$ cat src/rtl/control_fsm_pkg.sv
// Shared definitions for the multi-cycle control FSM and its control decoder:
// 4-bit state codes, 7-bit opcode constants, opcode-class bit positions and
// a small helper that identifies the states in which an instruction retires.
package control_fsm_pkg;

    // State codes are consumed directly by the control decoder, so the
    // numeric values are part of the interface and must not be reordered.
    typedef enum logic [3:0] {
        ST_FETCH     = 4'd0,
        ST_DECODE    = 4'd1,
        ST_MEM_ADR   = 4'd2,
        ST_MEM_READ  = 4'd3,
        ST_MEM_WB    = 4'd4,
        ST_MEM_WRITE = 4'd5,
        ST_EXECUTE_R = 4'd6,
        ST_ALU_WB    = 4'd7,
        ST_EXECUTE_I = 4'd8,
        ST_BNEZ      = 4'd9,
        ST_HALT      = 4'd10
    } state_e;

    // Recognised major opcodes (instr[6:0]).
    localparam logic [6:0] OPC_LW     = 7'b0000011;
    localparam logic [6:0] OPC_SW     = 7'b0100011;
    localparam logic [6:0] OPC_OP     = 7'b0110011;
    localparam logic [6:0] OPC_OP_IMM = 7'b0010011;
    localparam logic [6:0] OPC_BRANCH = 7'b1100011;

    // Bit positions inside the one-hot opcode class vector.
    localparam int CLS_LOAD    = 0;
    localparam int CLS_STORE   = 1;
    localparam int CLS_OP      = 2;
    localparam int CLS_OP_IMM  = 3;
    localparam int CLS_BRANCH  = 4;
    localparam int CLS_ILLEGAL = 5;
    localparam int CLS_W       = 6;

    // States whose exit to FETCH completes (retires) an instruction.
    function automatic logic is_retire_state(input state_e s);
        return (s == ST_MEM_WB) || (s == ST_MEM_WRITE) ||
               (s == ST_ALU_WB) || (s == ST_BNEZ);
    endfunction

endpackage

$ cat src/rtl/control_fsm_opcode_class.sv
// Purely combinational opcode classifier: maps a 7-bit major opcode onto a
// one-hot class vector {illegal, branch, op_imm, op, store, load}.
// Exactly one bit is set for every input value.
module opcode_class
    import control_fsm_pkg::*;
(
    input  logic [6:0]        opcode,
    output logic [CLS_W-1:0]  cls
);

    // Decode the opcode; anything not recognised is flagged illegal.
    always_comb begin
        cls = '0;
        unique case (opcode)
            OPC_LW:     cls[CLS_LOAD]    = 1'b1;
            OPC_SW:     cls[CLS_STORE]   = 1'b1;
            OPC_OP:     cls[CLS_OP]      = 1'b1;
            OPC_OP_IMM: cls[CLS_OP_IMM]  = 1'b1;
            OPC_BRANCH: cls[CLS_BRANCH]  = 1'b1;
            default:    cls[CLS_ILLEGAL] = 1'b1;
        endcase
    end

endmodule

$ cat src/rtl/control_fsm.sv
// Multi-cycle processor control FSM.
//
// Sequences FETCH/DECODE and the per-class execution states, latches the
// opcode in DECODE, counts retired instructions and pulses instr_done once
// per retire.  Compile-time option:
//   MEM_WAIT_EN  - when defined, FETCH, MEM_READ and MEM_WRITE stall until
//                  mem_ready=1; when undefined, mem_ready is ignored and each
//                  memory state lasts exactly one cycle.
module control_fsm
    import control_fsm_pkg::*;
(
    input  logic        clk,
    input  logic        reset,
    input  logic [6:0]  opcode,
    input  logic        zero,
    input  logic        mem_ready,
    output logic [3:0]  curr_state,
    output logic        branch_taken,
    output logic        instr_done,
    output logic        halted,
    output logic [31:0] retired
);

`ifdef MEM_WAIT_EN
    localparam logic MEM_WAIT = 1'b1;
`else
    localparam logic MEM_WAIT = 1'b0;
`endif

    state_e             state_q, state_d;
    logic [6:0]         opcode_q, opcode_d;
    logic               instr_done_q, instr_done_d;
    logic               halted_q, halted_d;
    logic [31:0]        retired_q, retired_d;

    logic [6:0]         cls_opcode;
    logic [CLS_W-1:0]   cls;
    logic               mem_go;
    logic               retire;

    // With waits disabled the handshake is forced true, so memory states
    // always advance after one cycle.
    assign mem_go = mem_ready | ~MEM_WAIT;

    // DECODE classifies the live opcode; every later state must only see the
    // value captured in DECODE, so the classifier input switches to the latch.
    assign cls_opcode = (state_q == ST_DECODE) ? opcode : opcode_q;

    opcode_class u_opcode_class (
        .opcode (cls_opcode),
        .cls    (cls)
    );

    // Next-state logic.
    always_comb begin
        state_d = state_q;
        unique case (state_q)
            ST_FETCH: begin
                if (mem_go) state_d = ST_DECODE;
            end
            ST_DECODE: begin
                if (cls[CLS_LOAD] || cls[CLS_STORE]) state_d = ST_MEM_ADR;
                else if (cls[CLS_OP])                state_d = ST_EXECUTE_R;
                else if (cls[CLS_OP_IMM])            state_d = ST_EXECUTE_I;
                else if (cls[CLS_BRANCH])            state_d = ST_BNEZ;
                else                                 state_d = ST_HALT;
            end
            ST_MEM_ADR: begin
                // Only loads and stores reach here; anything else would be a
                // corrupted latch and is treated as fatal.
                if (cls[CLS_LOAD])       state_d = ST_MEM_READ;
                else if (cls[CLS_STORE]) state_d = ST_MEM_WRITE;
                else                     state_d = ST_HALT;
            end
            ST_MEM_READ: begin
                if (mem_go) state_d = ST_MEM_WB;
            end
            ST_MEM_WRITE: begin
                if (mem_go) state_d = ST_FETCH;
            end
            ST_MEM_WB:    state_d = ST_FETCH;
            ST_EXECUTE_R: state_d = ST_ALU_WB;
            ST_EXECUTE_I: state_d = ST_ALU_WB;
            ST_ALU_WB:    state_d = ST_FETCH;
            ST_BNEZ:      state_d = ST_FETCH;
            ST_HALT:      state_d = ST_HALT;
            // Codes 11-15 have no meaning; park the machine.
            default:      state_d = ST_HALT;
        endcase
    end

    // Retire bookkeeping, opcode latch and halted flag for the next cycle.
    always_comb begin
        retire       = is_retire_state(state_q) && (state_d == ST_FETCH);
        opcode_d     = (state_q == ST_DECODE) ? opcode : opcode_q;
        instr_done_d = retire;
        retired_d    = retire ? retired_q + 32'd1 : retired_q;
        halted_d     = (state_d == ST_HALT);
    end

    // State and status registers; reset wins over every transition.
    always_ff @(posedge clk) begin
        if (reset) begin
            state_q      <= ST_FETCH;
            opcode_q     <= '0;
            instr_done_q <= 1'b0;
            halted_q     <= 1'b0;
            retired_q    <= '0;
        end else begin
            state_q      <= state_d;
            opcode_q     <= opcode_d;
            instr_done_q <= instr_done_d;
            halted_q     <= halted_d;
            retired_q    <= retired_d;
        end
    end

    assign curr_state   = state_q;
    assign branch_taken = (state_q == ST_BNEZ) && !zero;
    assign instr_done   = instr_done_q;
    assign halted       = halted_q;
    assign retired      = retired_q;

endmodule

$ cat config.mk
export PLATFORM = sky130hd
export DESIGN_NAME = control_fsm
export DESIGN_NICKNAME = d
export VERILOG_FILES = /design/src/rtl/control_fsm_pkg.sv /design/src/rtl/control_fsm_opcode_class.sv /design/src/rtl/control_fsm.sv
export SDC_FILE = /design/constraint.sdc
export NUM_CORES = 1
export LEC_CHECK = 0
export ABC_AREA = 1
export CORE_MARGIN = 10
export CORE_UTILIZATION = 47
export DETAILED_ROUTE_END_ITERATION = 7
export GPL_TIMING_DRIVEN = 0
export PLACE_DENSITY = 0.76
export SLEW_MARGIN = 20
export SYNTH_ARGS = -nofsm -noshare
export SYNTH_HDL_FRONTEND = slang
export SYNTH_HIERARCHICAL = 1
export SYNTH_SLANG_ARGS = --single-unit
$ cat constraint.sdc
create_clock -name clk -period 2.12 [get_ports clk]
set_clock_uncertainty 0.2 [all_clocks]
set_input_delay 0.318 -clock clk [delete_from_list [all_inputs] [get_ports clk]]
set_output_delay 0.318 -clock clk [all_outputs]
set_load 0.05 [all_outputs]
==> out/qor.txt <==
Synthesis Warnings -> 6
syn_area_per_cell -> 6.30 um^2
Final Hold Slack -> 0.136 ns
Worst Tran Pin Value -> 0.555 ns
Mapped Area -> 0.00261 mm^2
WS Path Type -> reg -> reg
Max stage delay on crit path -> 0.37 ns
Clk Latency, worst-skew pair -> 0.30 ns
die width -> 94.5 um
CTS Sinks -> 45
setup violators final -> 4
fin nets -> 490
Cells after Synth -> 414
PortBufs -> 47
crit-path cells -> nor2_4 > nand2_4 > buf_12 > buf_4 > o21ai_2 > inv_2 > inv_2 > nand3_2 > nor2_4 > nor2_4 > inv_1 > nor2_1 > a31oi_1 > nor2_1
unrepaired setup endpoints after global routing -> yes
Site Rows -> 27
largest net degree at the start of global routing -> 14
pwr/cell area -> 980 mW/mm^2
Final Cell Area -> 0.00358 mm^2
Final min period -> 2.20 ns
fin util -> 65.8%
FF/Latch Area -> 916 um^2
clk buf depth -> 2
clock slew at reported path FFs -> 0.08 ns
Max-slew headroom -> 62.9%
Setup crit end kind -> flop
post-DP HPWL -> 5380 um
slowest CP cell -> dfxtp_4
antenna violations before repair -> 0
drc violations -> 0
initial DRC count -> 252
IR Drop Worst-Case VDD -> 0.859 mV
grt ovf -> 0
drt total wl -> 7430 um
Hold-fix buffers, CTS -> 0
Num CTS Buffers -> 5
Hold Crit Class -> in -> reg
vias in the first global route -> 2670
number of antenna diodes -> 0
maxcap violations -> 0
P_leak -> 1.49 nW
starting density of the core -> 47.9%
Slew Viols, Final -> 0
outcome -> complete, but fails checks
DR pass1 iterations -> 5
CTS tree -> yes
setup slack after layout -> -0.0759 ns
Final period util -> 104%
Die ar. -> 0.00892 mm^2
CP max FO -> 5
fmax -> 0.455 GHz
most used cell, CP -> nor2_4
Clk Tree Root Cell -> clkbuf_8
Layout area overhead -> 37.3%
Final Hold Fails -> 0
WP data required -> 2.10 ns
multi-input logic area -> 0.00163 mm^2
Via density -> 5.14
Cells after DPL -> 533
Routed wire per std cell -> 13.5 um
ANT nets after route -> 0
routed via count -> 2830
total track usage -> 16.4%
Placement Setup Slack -> -0.140 ns
CP Launch Type -> flop
Final Non-Filler Cells -> 551
Die H -> 94.5 um
placement-stage cell area -> 0.00326 mm^2
Syn Nets -> 426
failing checks -> setup timing
CP arrival -> 2.17 ns
# fillers -> 464
first-pass GRT wire length -> 12200 um
Core ar. -> 0.00544 mm^2
Top Ports -> 50
final RePlAce weighted congestion -> 0.907
H-tree depth -> 2
layout cells sized above 1 -> 18.0%
where the power goes:
part / internal [mW] / leakage (nW) / switching [mW]
Clock: 0.384 / 0.0585 / 0.285
Combinational: 0.682 / 1.06 / 1.10
Sequential: 0.973 / 0.367 / 0.0807
Total: 2.04 / 1.49 / 1.47
final timing paths:
path                               startpoint             to  slack, ns  depth (start not counted)
worst max register to register  curr_state[1]  curr_state[0]      -0.08                         14
worst min register to register    retired[30]    retired[30]       0.31                          2
worst min-delay path                    reset     retired[8]       0.14                          2
worst max-delay path            curr_state[1]  curr_state[0]      -0.08                         14
routing by layer:
layer | global-route usage, % | share of wire [%]
met5 | 0 | 0
met4 | 5.11 | 1.4
met1 | 20.2 | 43
met2 | 27.4 | 49
met3 | 4.28 | 6.6
state kept, by name, summed over array words and instances (netlist names):
name        cells
opcode_q        7
retired        32
instr_done      1
halted          1
curr_state      4
metrics by stage:
stage,total power [mW],setup TNS (ns)
6_report,3.50,-0.253
5_1_grt,3.70,-0.854
4_1_cts,3.35,-0.0494
3_5_place_dp,2.45,-0.501
3_3_place_gp,2.42,-0.309
2_1_floorplan,2.13,0
layout make-up:
| type | instances | share of cell area [%] |
|---|---|---|
| buffer | 8 | 1.43 |
| sequential | 45 | 25.6 |
| clock inverter | 1 | 0.839 |
| tap | 72 | 2.52 |
| inverter | 44 | 4.83 |
| timing repair buffer | 57 | 16.8 |
| clock buffer | 7 | 2.41 |
| multi-input combinational | 317 | 45.6 |
critical path, delay by kind of cell, from the launching register on:
kind	cells	cell delay [ns]
buffers and inverters	5	0.51
AND/OR/NAND/NOR	7	0.67
AO/OA/AOI/OAI	2	0.33
flip-flops	1	0.37
layout by cell type, fill, tap and decap left out, types with 7 or more instances in the layout:
cell,instances
a21oi_1,21
buf_4,8
clkdlybuf4s50_1,29
dfxtp_1,41
dlymetal6s2s_1,14
inv_1,34
inv_2,7
nand2_1,113
nand3_1,20
nand3_2,7
nor2_1,76
nor2_2,9
nor2_4,9
o21ai_2,7
timing repair:
item,in CTS,in global routing
endpoints found under the setup margin,8,20
pin swaps,12,6
gates resized for setup,17,27
buffers inserted,8,2
Note: power is estimated with default switching activity, not from simulation.
